### src/rtl/gnn_0_buffer_loader_pkg.sv
// gnn_0_buffer_loader_pkg: shared state encoding, instruction field layout and decoder.
package gnn_loader_pkg;

    typedef enum logic [2:0] {S_IDLE, S_DECODE, S_ISSUE, S_STREAM, S_FINISH} state_e;

    localparam int BANK_LSB      = 0;
    localparam int BANK_W        = 4;
    localparam int BCAST_BIT     = 4;
    localparam int BUF_START_LSB = 32;
    localparam int LEN_LSB       = 48;
    localparam int DRAM_LSB      = 64;
    localparam int BYTES_LSB     = 80;
    localparam int FIELD_W       = 16;

    typedef struct packed {
        logic [BANK_W-1:0]  bank;
        logic               bcast;
        logic [FIELD_W-1:0] buf_start;
        logic [FIELD_W-1:0] len;
        logic [FIELD_W-1:0] dram_start;
        logic [FIELD_W-1:0] bytes;
    } inst_t;

    function automatic inst_t decode_inst(input logic [95:0] inst);
        inst_t d;
        d.bank       = inst[BANK_LSB +: BANK_W];
        d.bcast      = inst[BCAST_BIT];
        d.buf_start  = inst[BUF_START_LSB +: FIELD_W];
        d.len        = inst[LEN_LSB +: FIELD_W];
        d.dram_start = inst[DRAM_LSB +: FIELD_W];
        d.bytes      = inst[BYTES_LSB +: FIELD_W];
        return d;
    endfunction

endpackage

### src/rtl/gnn_0_buffer_loader_if.sv
// gnn_0_buffer_loader_if: ctrl, AXI read-master, beat stream and buffer-write signals of the loader.
interface gnn_0_buffer_loader_if #(
    parameter int INST_LENGTH        = 96,
    parameter int C_M_AXI_ADDR_WIDTH = 64,
    parameter int C_M_AXI_DATA_WIDTH = 512,
    parameter int C_XFER_SIZE_WIDTH  = 32,
    parameter int BUF_ADDR_WIDTH     = 9,
    parameter int NUM_BANKS          = 4
);
    logic                          ap_start;
    logic                          ap_done;
    logic                          busy;
    logic [C_M_AXI_ADDR_WIDTH-1:0] ctrl_addr_offset;
    logic [INST_LENGTH-1:0]        ctrl_instruction;
    logic [C_M_AXI_ADDR_WIDTH-1:0] dram_xfer_start_addr;
    logic [C_XFER_SIZE_WIDTH-1:0]  dram_xfer_size_in_bytes;
    logic                          read_start;
    logic                          read_done;
    logic                          data_tvalid;
    logic                          data_tready;
    logic                          data_tlast;
    logic [C_M_AXI_DATA_WIDTH-1:0] data_tdata;
    logic [NUM_BANKS-1:0]          buf_wr_valid;
    logic [BUF_ADDR_WIDTH-1:0]     buf_wr_addr;
    logic [C_M_AXI_DATA_WIDTH-1:0] buf_wr_data;
    logic                          overflow_err;

    modport master (
        input  ap_start, ctrl_addr_offset, ctrl_instruction, read_done,
               data_tvalid, data_tlast, data_tdata,
        output ap_done, busy, dram_xfer_start_addr, dram_xfer_size_in_bytes, read_start,
               data_tready, buf_wr_valid, buf_wr_addr, buf_wr_data, overflow_err
    );

    modport slave (
        output ap_start, ctrl_addr_offset, ctrl_instruction, read_done,
               data_tvalid, data_tlast, data_tdata,
        input  ap_done, busy, dram_xfer_start_addr, dram_xfer_size_in_bytes, read_start,
               data_tready, buf_wr_valid, buf_wr_addr, buf_wr_data, overflow_err
    );

endinterface

### src/rtl/gnn_0_buffer_loader_wr_stage.sv
// gnn_loader_wr_stage: one-cycle registered buffer write port driven by accepted in-range beats.
module gnn_loader_wr_stage #(
    parameter int ADDR_W    = 9,
    parameter int DATA_W    = 512,
    parameter int NUM_BANKS = 4
) (
    input  logic                 kernel_clk,
    input  logic                 kernel_rst,
    input  logic                 accept_i,
    input  logic [ADDR_W-1:0]    addr_i,
    input  logic [DATA_W-1:0]    data_i,
    input  logic [NUM_BANKS-1:0] mask_i,
    output logic [NUM_BANKS-1:0] wr_valid_o,
    output logic [ADDR_W-1:0]    wr_addr_o,
    output logic [DATA_W-1:0]    wr_data_o
);
    logic [NUM_BANKS-1:0] valid_q;
    logic [ADDR_W-1:0]    addr_q;
    logic [DATA_W-1:0]    data_q;

    always_ff @(posedge kernel_clk or posedge kernel_rst) begin
        if (kernel_rst) begin
            valid_q <= '0;
            addr_q  <= '0;
            data_q  <= '0;
        end else begin
            valid_q <= accept_i ? mask_i : '0;
            if (accept_i) begin
                addr_q <= addr_i;
                data_q <= data_i;
            end
        end
    end

    assign wr_valid_o = valid_q;
    assign wr_addr_o  = addr_q;
    assign wr_data_o  = data_q;

endmodule

### src/rtl/gnn_0_buffer_loader.sv
// gnn_0_buffer_loader: decodes a load instruction, issues one AXI read and streams
// the returned beats into one bank or all banks of the on-chip buffer.
module gnn_0_buffer_loader
    import gnn_loader_pkg::*;
#(
    parameter int INST_LENGTH        = 96,
    parameter int C_M_AXI_ADDR_WIDTH = 64,
    parameter int C_M_AXI_DATA_WIDTH = 512,
    parameter int C_XFER_SIZE_WIDTH  = 32,
    parameter int BUF_ADDR_WIDTH     = 9,
    parameter int NUM_BANKS          = 4
) (
    input logic                   kernel_clk,
    input logic                   kernel_rst,
    gnn_0_buffer_loader_if.master bus
);
    state_e                        state_q, state_d;
    inst_t                         inst_q, inst_d;
    logic [C_M_AXI_ADDR_WIDTH-1:0] offset_q, offset_d;
    logic [FIELD_W-1:0]            count_q, count_d;
    logic                          rd_done_q, rd_done_d;
    logic                          ovf_q, ovf_d;
    logic                          accept, in_range, wr_acc;
    logic [NUM_BANKS-1:0]          bank_mask;
    logic [BUF_ADDR_WIDTH-1:0]     wr_addr;
    logic                          unused_ok;

    always_ff @(posedge kernel_clk or posedge kernel_rst) begin
        if (kernel_rst) begin
            state_q   <= S_IDLE;
            inst_q    <= '0;
            offset_q  <= '0;
            count_q   <= '0;
            rd_done_q <= 1'b0;
            ovf_q     <= 1'b0;
        end else begin
            state_q   <= state_d;
            inst_q    <= inst_d;
            offset_q  <= offset_d;
            count_q   <= count_d;
            rd_done_q <= rd_done_d;
            ovf_q     <= ovf_d;
        end
    end

    assign accept   = bus.data_tvalid && (state_q == S_STREAM);
    assign in_range = count_q < inst_q.len;

    // count only advances on in-range beats so count==len stays reachable with surplus traffic
    always_comb begin
        state_d   = state_q;
        inst_d    = inst_q;
        offset_d  = offset_q;
        count_d   = count_q;
        rd_done_d = rd_done_q;
        ovf_d     = ovf_q;
        wr_acc    = 1'b0;
        case (state_q)
            S_IDLE: if (bus.ap_start) begin
                inst_d      = decode_inst(bus.ctrl_instruction[95:0]);
                inst_d.bank = inst_d.bank & BANK_W'(NUM_BANKS - 1);
                offset_d    = bus.ctrl_addr_offset;
                count_d     = '0;
                rd_done_d   = 1'b0;
                ovf_d       = 1'b0;
                state_d     = S_DECODE;
            end
            S_DECODE: state_d = (inst_q.len == '0) ? S_FINISH : S_ISSUE;
            S_ISSUE:  state_d = S_STREAM;
            S_STREAM: begin
                wr_acc = accept && in_range;
                if (wr_acc) count_d = count_q + 16'd1;
                if (accept && !in_range) ovf_d = 1'b1;
                if (count_q == inst_q.len && rd_done_q) state_d = S_FINISH;
            end
            default: state_d = S_IDLE;
        endcase
        if (state_q != S_IDLE && bus.read_done) rd_done_d = 1'b1;
    end

    assign bank_mask = inst_q.bcast ? '1 : NUM_BANKS'(1) << inst_q.bank;
    assign wr_addr   = inst_q.buf_start[BUF_ADDR_WIDTH-1:0] + count_q[BUF_ADDR_WIDTH-1:0];

    gnn_loader_wr_stage #(
        .ADDR_W   (BUF_ADDR_WIDTH),
        .DATA_W   (C_M_AXI_DATA_WIDTH),
        .NUM_BANKS(NUM_BANKS)
    ) u_wr (
        .kernel_clk(kernel_clk),
        .kernel_rst(kernel_rst),
        .accept_i  (wr_acc),
        .addr_i    (wr_addr),
        .data_i    (bus.data_tdata),
        .mask_i    (bank_mask),
        .wr_valid_o(bus.buf_wr_valid),
        .wr_addr_o (bus.buf_wr_addr),
        .wr_data_o (bus.buf_wr_data)
    );

    assign bus.ap_done                 = state_q == S_FINISH;
    assign bus.busy                    = state_q != S_IDLE;
    assign bus.read_start              = state_q == S_ISSUE;
    assign bus.data_tready             = state_q == S_STREAM;
    assign bus.overflow_err            = ovf_q;
    assign bus.dram_xfer_start_addr    = offset_q + C_M_AXI_ADDR_WIDTH'(inst_q.dram_start);
    assign bus.dram_xfer_size_in_bytes = C_XFER_SIZE_WIDTH'(inst_q.bytes);

    assign unused_ok = ^{bus.data_tlast, bus.ctrl_instruction, inst_q};

endmodule

### src/flat_wrapper.sv
// flat-port wrapper written by rule: the top's interface ports become plain ports
module gnn_0_buffer_loader_flat import gnn_loader_pkg::*;
#(
    parameter int INST_LENGTH        = 96,
    parameter int C_M_AXI_ADDR_WIDTH = 64,
    parameter int C_M_AXI_DATA_WIDTH = 512,
    parameter int C_XFER_SIZE_WIDTH  = 32,
    parameter int BUF_ADDR_WIDTH     = 9,
    parameter int NUM_BANKS          = 4
)
  (kernel_clk, kernel_rst, bus_ap_start, bus_ctrl_addr_offset, bus_ctrl_instruction, bus_read_done, bus_data_tvalid, bus_data_tlast, bus_data_tdata, bus_ap_done, bus_busy, bus_dram_xfer_start_addr, bus_dram_xfer_size_in_bytes, bus_read_start, bus_data_tready, bus_buf_wr_valid, bus_buf_wr_addr, bus_buf_wr_data, bus_overflow_err);
  gnn_0_buffer_loader_if #(.INST_LENGTH(INST_LENGTH), .C_M_AXI_ADDR_WIDTH(C_M_AXI_ADDR_WIDTH), .C_M_AXI_DATA_WIDTH(C_M_AXI_DATA_WIDTH), .C_XFER_SIZE_WIDTH(C_XFER_SIZE_WIDTH), .BUF_ADDR_WIDTH(BUF_ADDR_WIDTH), .NUM_BANKS(NUM_BANKS)) bus_i ();
  input logic kernel_clk;
  input logic kernel_rst;
  input wire logic [$bits(bus_i.ap_start)-1:0] bus_ap_start;
  input wire logic [$bits(bus_i.ctrl_addr_offset)-1:0] bus_ctrl_addr_offset;
  input wire logic [$bits(bus_i.ctrl_instruction)-1:0] bus_ctrl_instruction;
  input wire logic [$bits(bus_i.read_done)-1:0] bus_read_done;
  input wire logic [$bits(bus_i.data_tvalid)-1:0] bus_data_tvalid;
  input wire logic [$bits(bus_i.data_tlast)-1:0] bus_data_tlast;
  input wire logic [$bits(bus_i.data_tdata)-1:0] bus_data_tdata;
  output wire logic [$bits(bus_i.ap_done)-1:0] bus_ap_done;
  output wire logic [$bits(bus_i.busy)-1:0] bus_busy;
  output wire logic [$bits(bus_i.dram_xfer_start_addr)-1:0] bus_dram_xfer_start_addr;
  output wire logic [$bits(bus_i.dram_xfer_size_in_bytes)-1:0] bus_dram_xfer_size_in_bytes;
  output wire logic [$bits(bus_i.read_start)-1:0] bus_read_start;
  output wire logic [$bits(bus_i.data_tready)-1:0] bus_data_tready;
  output wire logic [$bits(bus_i.buf_wr_valid)-1:0] bus_buf_wr_valid;
  output wire logic [$bits(bus_i.buf_wr_addr)-1:0] bus_buf_wr_addr;
  output wire logic [$bits(bus_i.buf_wr_data)-1:0] bus_buf_wr_data;
  output wire logic [$bits(bus_i.overflow_err)-1:0] bus_overflow_err;
  assign bus_i.ap_start = bus_ap_start;
  assign bus_i.ctrl_addr_offset = bus_ctrl_addr_offset;
  assign bus_i.ctrl_instruction = bus_ctrl_instruction;
  assign bus_i.read_done = bus_read_done;
  assign bus_i.data_tvalid = bus_data_tvalid;
  assign bus_i.data_tlast = bus_data_tlast;
  assign bus_i.data_tdata = bus_data_tdata;
  assign bus_ap_done = bus_i.ap_done;
  assign bus_busy = bus_i.busy;
  assign bus_dram_xfer_start_addr = bus_i.dram_xfer_start_addr;
  assign bus_dram_xfer_size_in_bytes = bus_i.dram_xfer_size_in_bytes;
  assign bus_read_start = bus_i.read_start;
  assign bus_data_tready = bus_i.data_tready;
  assign bus_buf_wr_valid = bus_i.buf_wr_valid;
  assign bus_buf_wr_addr = bus_i.buf_wr_addr;
  assign bus_buf_wr_data = bus_i.buf_wr_data;
  assign bus_overflow_err = bus_i.overflow_err;
  gnn_0_buffer_loader #(.INST_LENGTH(INST_LENGTH), .C_M_AXI_ADDR_WIDTH(C_M_AXI_ADDR_WIDTH), .C_M_AXI_DATA_WIDTH(C_M_AXI_DATA_WIDTH), .C_XFER_SIZE_WIDTH(C_XFER_SIZE_WIDTH), .BUF_ADDR_WIDTH(BUF_ADDR_WIDTH), .NUM_BANKS(NUM_BANKS)) u_core (.kernel_clk(kernel_clk), .kernel_rst(kernel_rst), .bus(bus_i));
endmodule
### config.mk
export PLATFORM = sky130hd
export DESIGN_NAME = gnn_0_buffer_loader_flat
export DESIGN_NICKNAME = d
export VERILOG_FILES = /design/src/rtl/gnn_0_buffer_loader_pkg.sv /design/src/rtl/gnn_0_buffer_loader_if.sv /design/src/rtl/gnn_0_buffer_loader_wr_stage.sv /design/src/rtl/gnn_0_buffer_loader.sv /design/src/flat_wrapper.sv
export SDC_FILE = /design/constraint.sdc
export NUM_CORES = 1
export LEC_CHECK = 0
export CAP_MARGIN = 20
export CORE_AREA = 2 2 501 503
export CTS_BUF_LIST = sky130_fd_sc_hd__clkbuf_16
export CTS_CLUSTER_SIZE = 10
export DETAILED_ROUTE_END_ITERATION = 6
export DIE_AREA = 0 0 503 505
export SLEW_MARGIN = 0
export SYNTH_ARGS = -nofsm -noshare
export SYNTH_HDL_FRONTEND = slang
export SYNTH_SLANG_ARGS = --single-unit
export TNS_END_PERCENT = 50
### constraint.sdc
create_clock -name kernel_clk -period 29.1 [get_ports kernel_clk]
set_input_delay 7.275 -clock kernel_clk [delete_from_list [all_inputs] [get_ports kernel_clk]]
set_output_delay 7.275 -clock kernel_clk [all_outputs]
set_load 0.01 [all_outputs]
**Word level (Yosys, flattened, before mapping)**

Index checks and enable logic that the tools add are counted.

- Register bits after elaboration: 670
- Output and inout port bits: 626
- Word-level logic and storage cells: 60

- Add/subtract/negate cells: 3
- Order comparisons: 1
- Eq/ne operators: 9
- Shift-type cells: 1
- Mux-type cells: 15
- Reductions and logical operators: 17

Operators with widths:

| cell | count |
|---|---|
| $add 64x16->64 | 1 |
| $mux 16 | 2 |
| $pmux 16 s2 | 1 |
| $add 16x1->16 const B | 1 |
| $eq 16x16->1 | 1 |
| $logic_not 16->1 | 1 |
| $lt 16x16->1 | 1 |
| $pmux 3 s4 | 1 |
| $add 9x9->9 | 1 |
| $mux 3 | 3 |
| $mux 4 | 2 |
| $eq 3x2->1 const B | 2 |
| $ne 2x1->1 const B | 3 |
| $reduce_and 2->1 | 3 |
| $reduce_and 3->1 | 2 |
| $reduce_bool 2->1 | 3 |
| $logic_and 1x1->1 | 5 |
| $mux 1 | 5 |
| $shl 1x2->4 const A | 1 |
| $eq 3x1->1 const B | 1 |
| $eq 3x3->1 const B | 1 |
| $logic_not 3->1 | 1 |
| $reduce_bool 3->1 | 1 |
| $ne 2x2->1 const B | 1 |
| 2 further kinds | 2 |

**Logic depth before layout (Yosys ltp)**

- Word-level depth: 5
- Depth in mapped cells: 13
- Gate-level depth less buffers: 10

**Hierarchy**

A second synthesis with hierarchy kept.

- Cell total of the unflattened synthesis: 2,180
- Area total of the unflattened synthesis: 28,168.3 sq um

Modules (own cells, without submodules):

| module | instances | cells each | area each (sq um) |
|---|---|---|---|
| gnn_loader_wr_stage | 1 | 1,109 | 19,494.9 |
| gnn_0_buffer_loader | 1 | 1,071 | 8,673.3 |

**Least setup slack after synthesis**

No wires, ideal clock.

- Path kind: register to output
- From: register u_core.offset_q[0]
- To: output bus_dram_xfer_start_addr[30]
- Arrival time: 2,454 ps
- Data required time: 21,825 ps
- Slack: 19,371 ps
- Stages on the path, launching flop included: 12
- Path buffers: 2
- Path through: dfrtp_1 -> ha_1 -> fa_1 -> a21oi_1 -> and4b_1 -> o31ai_4 -> nor4b_2 -> or2_1 -> buf_6 -> buf_6 -> nand3_1 -> xnor2_1

- Longest elaborated chain between the ends: 1

RTL lines:

| item | line | RTL |
|---|---|---|
| start: declaration | gnn_0_buffer_loader.sv:19 | `logic [C_M_AXI_ADDR_WIDTH-1:0] offset_q, offset_d;` |
| start signal: assignment | gnn_0_buffer_loader.sv:39 | `offset_q <= offset_d;` |
| $add 64x16->64 | gnn_0_buffer_loader.sv:105 | `assign bus.dram_xfer_start_addr = offset_q + C_M_AXI_ADDR_WIDTH'(inst_q.dram_start);` |
| end: declaration | flat_wrapper.sv:24 | `output wire logic [$bits(bus_i.dram_xfer_start_addr)-1:0] bus_dram_xfer_start_addr;` |

No other way between the ends.

**Worst setup path after layout**

- From: register u_core.offset_q[17]
- To: output bus_dram_xfer_start_addr[38]

The elaborated chain is that of the path after synthesis.

==> flow_metrics.tcl <==
set metrics [dict create \
    status "completed" \
    ir_worst_vdd_mv 0.0473 \
    fin_ws_ns 17.05 \
    holdPathEnd "u_core.u_wr.wr_data_o[131]" \
    synth_area_um2 28300 \
    slew_headroom_pct 10.1 \
    post_cts_buffers 0 \
    wl_um 193000 \
    pre_cts_ws_ns 17.41 \
    die_w_um 503 \
    yosys_warnings 0 \
    p_leak_nw 21.7 \
    r2r_start "u_core.count_q[1]" \
    r2r_cells 11 \
    start_util_pct 11.4 \
    fin_skew_ns 0.0397 \
    stdcell_count 7876 \
    power_density_nw_per_um2 55.1 \
    synth_cells 3250 \
    ys_ff_latch 670 \
    setup_violations 0 \
    cp.required_ns 21.82 \
    critPathMaxFanout 17 \
    nFillCells 27600 \
    final_cell_mix "nand2_1 (1929), clkdlybuf4s50_1 (1250), dfrtp_1 (670)" \
    post_cts_resized 0 \
    synth_async_sr_flop_share_pct 100 \
    final_nets 5163 \
    dp_cells 7680 \
    synth-seq-area-share_pct 59.2 \
    clk_path_buf_depth 3 \
    finalWeightedCongestion 0.957 \
    ioPinCount 1304 \
    final_antenna_net_count 0 \
    finalHoldViolCount 0 \
    final_common_cell "nand2_1" \
    clkSinkCount 670 \
    grt_setup_unrepaired "false" \
    clk_latency_ns 0.74 \
    startpoint_type "register" \
    timing.setup.tns_ns 0 \
    first_pass_iters 6 \
    final_core_util_pct 19.0 \
    cts_htree_levels 3 \
    drive_above_1_share_pct 3.62 \
    slew_violations 0 \
    area_delta_synth_final_pct 66.4 \
    drt_iter0_drc 1826 \
    vias 27600 \
    drc 0 \
    syn_area_per_cell_um2 8.71 \
    finalCriticalPeriod_ns 12.05 \
    synth-main-ff-cell "dfrtp_1" \
    track_usage_pct 14.7 \
    worst-endpoint-arrival_ns 4.77 \
    crit_type "reg -> out" \
    hold_depth 2 \
    dp_hpwl_um 161000 \
    grt_pass1_wl_um 250000 \
    cts_root_buf "clkbuf_16" \
    hp-start "u_core.u_wr.wr_data_o[131]" \
    period_share_pct 41.4 \
    rrSetupSlack_ns 24.17 \
    yosysUniqueCellTypes 65 \
    io_buffers 1250 \
    maxCapViolCount 0 \
    synth_edf_count 0 \
    grt_overflow 0 \
    viasPerCell 3.51 \
    hold_ws_ns 0.468 \
    numCtsBuffers 90 \
    hold_class "reg -> reg" \
    row_count 183 \
    grt_max_degree 190 \
    antenna_found_initial 168 \
    r2r_end "u_core.u_wr.wr_data_o[47]" \
    fmax_ghz 0.0830 \
    critPathMaxStageDelay_ns 0.76 \
    end_kind "output pin" \
    core_um2 248000 \
    cts_tree "built" \
    cts_hold_buf 0 \
    routedWlPerCell_um 24.4 \
    die_y_um 505 \
    critPathSlowestCell "clkdlybuf4s50_1" \
    crit_chain "and2_1 -> nand2_1 -> nor4b_2 -> or2_1 -> nor4b_4 -> xor2_1 -> clkdlybuf4s50_1" \
    dieArea_um2 254000 \
    grt_pass1_vias 27800 \
    clk_pin_slew_worst_paths_ns 0.06 \
    worstMarginPinSlew_ns 1.35 \
]
## worst max-delay path, delay by kind of cell (launching register included)
family        cells  cell delay (ns)
xor+xnor          1             0.29
buf+inv           1             0.76
flops             1             0.52
simple gates      5             2.44
## metal layers
metal / GRT usage (%) / vias up / wire length [µm] / share of wire, %
met2: 22.9 / 1394 / 85100 / 44
met5: 0 / - / 623 / 0.32
met1: 15.2 / 13200 / 68700 / 36
met4: 7.57 / 98 / 10100 / 5.3
met3: 9.05 / 378 / 28100 / 15
li1: - / 12500 / - / -
## registers in the layout, summed over array words and instances, names as in the netlist
register and cells:
u_core.count_q 16, u_core.inst_q 44, u_core.rd_done_q 1, u_core.u_wr.wr_addr_o 9, u_core.offset_q 64, u_core.bus.overflow_err 1, u_core.u_wr.wr_data_o 512, u_core.bus.dram_xfer_size_in_bytes 16
u_core.u_wr.wr_valid_o 4, u_core.state_q 3
## synth_stat cells, types with 3 or more instances
cell      count  area (µm²)
a21o_1       15         113
a21oi_1      35         175
and2_1        6        37.5
and3_1       16         100
and4_1        5        43.8
buf_2        98         490
buf_4        34         255
buf_6        14         158
clkbuf_1     42         158
dfrtp_1     670       16800
ha_1         41         513
inv_1        34         128
nand2_1    1930        7240
nand2b_1      3        18.8
nand3_1      36         180
nand3_2       4        40.0
nand4_1      20         125
nor2_1       38         143
nor2b_1       5        31.3
nor3_1       15        75.1
nor4_1        5        31.3
o21a_1        4        30.0
o21ai_0      38         190
o21bai_1      4        30.0
o31ai_1      11        82.6
or2_2         3        18.8
or4_1         9        67.6
xnor2_1      47         412
xor2_1       22         193
## how the worst max path moves through the flow
stage,startpoint,endpoint,cells after the start
after floorplan,kernel_rst,u_core.bus.dram_xfer_size_in_bytes[0],1
after global placement,kernel_rst,u_core.inst_q[19],6
after detailed placement,kernel_rst,u_core.offset_q[7],6
after CTS,u_core.offset_q[2],bus_dram_xfer_start_addr[38],9
after global routing,u_core.offset_q[17],bus_dram_xfer_start_addr[38],7
final,u_core.offset_q[17],bus_dram_xfer_start_addr[38],7
## metrics by stage
stage          cell area, µm²  total power [W]
6_report                47100          0.00260
5_1_grt                 47100          0.00272
4_1_cts                 47000          0.00266
3_5_place_dp            44300          0.00155
3_3_place_gp            44200          0.00155
2_1_floorplan           28400          0.00120
## layout make-up
cell class                 count  area, µm²  area share, %
inverter                      34        135          0.287
multi-input combinational   2372      10400           22.2
clock buffer                  92       2300           4.88
sequential                   670      16800           35.6
antenna                       48        120          0.255
clock inverter                56        435          0.924
timing repair buffer        1274      12800           27.1
tap                         3330       4170           8.84
## cell families after synthesis
| group | count (synthesis) | synth area share (%) |
|---|---|---|
| muxes | 2 | 0.0707 |
| adders and majority gates | 43 | 1.95 |
| and+or+nand+nor | 2114 | 29.5 |
| other | 1 | 0.0132 |
| buffers and inverters | 223 | 4.21 |
| AOI/OAI and AO/OA | 128 | 2.93 |
| DFF | 670 | 59.2 |
| xor gates and xnor gates | 69 | 2.13 |
## power by group
group          leakage [nW]  total [W]  internal (W)  switching (W)
registers              8.30    0.00105       0.00100      0.0000467
clock network          1.37    0.00108      0.000598       0.000480
logic                  12.0   0.000473      0.000227       0.000246
total                  21.7    0.00260       0.00183       0.000772
Power figures use the tool's default switching activity.
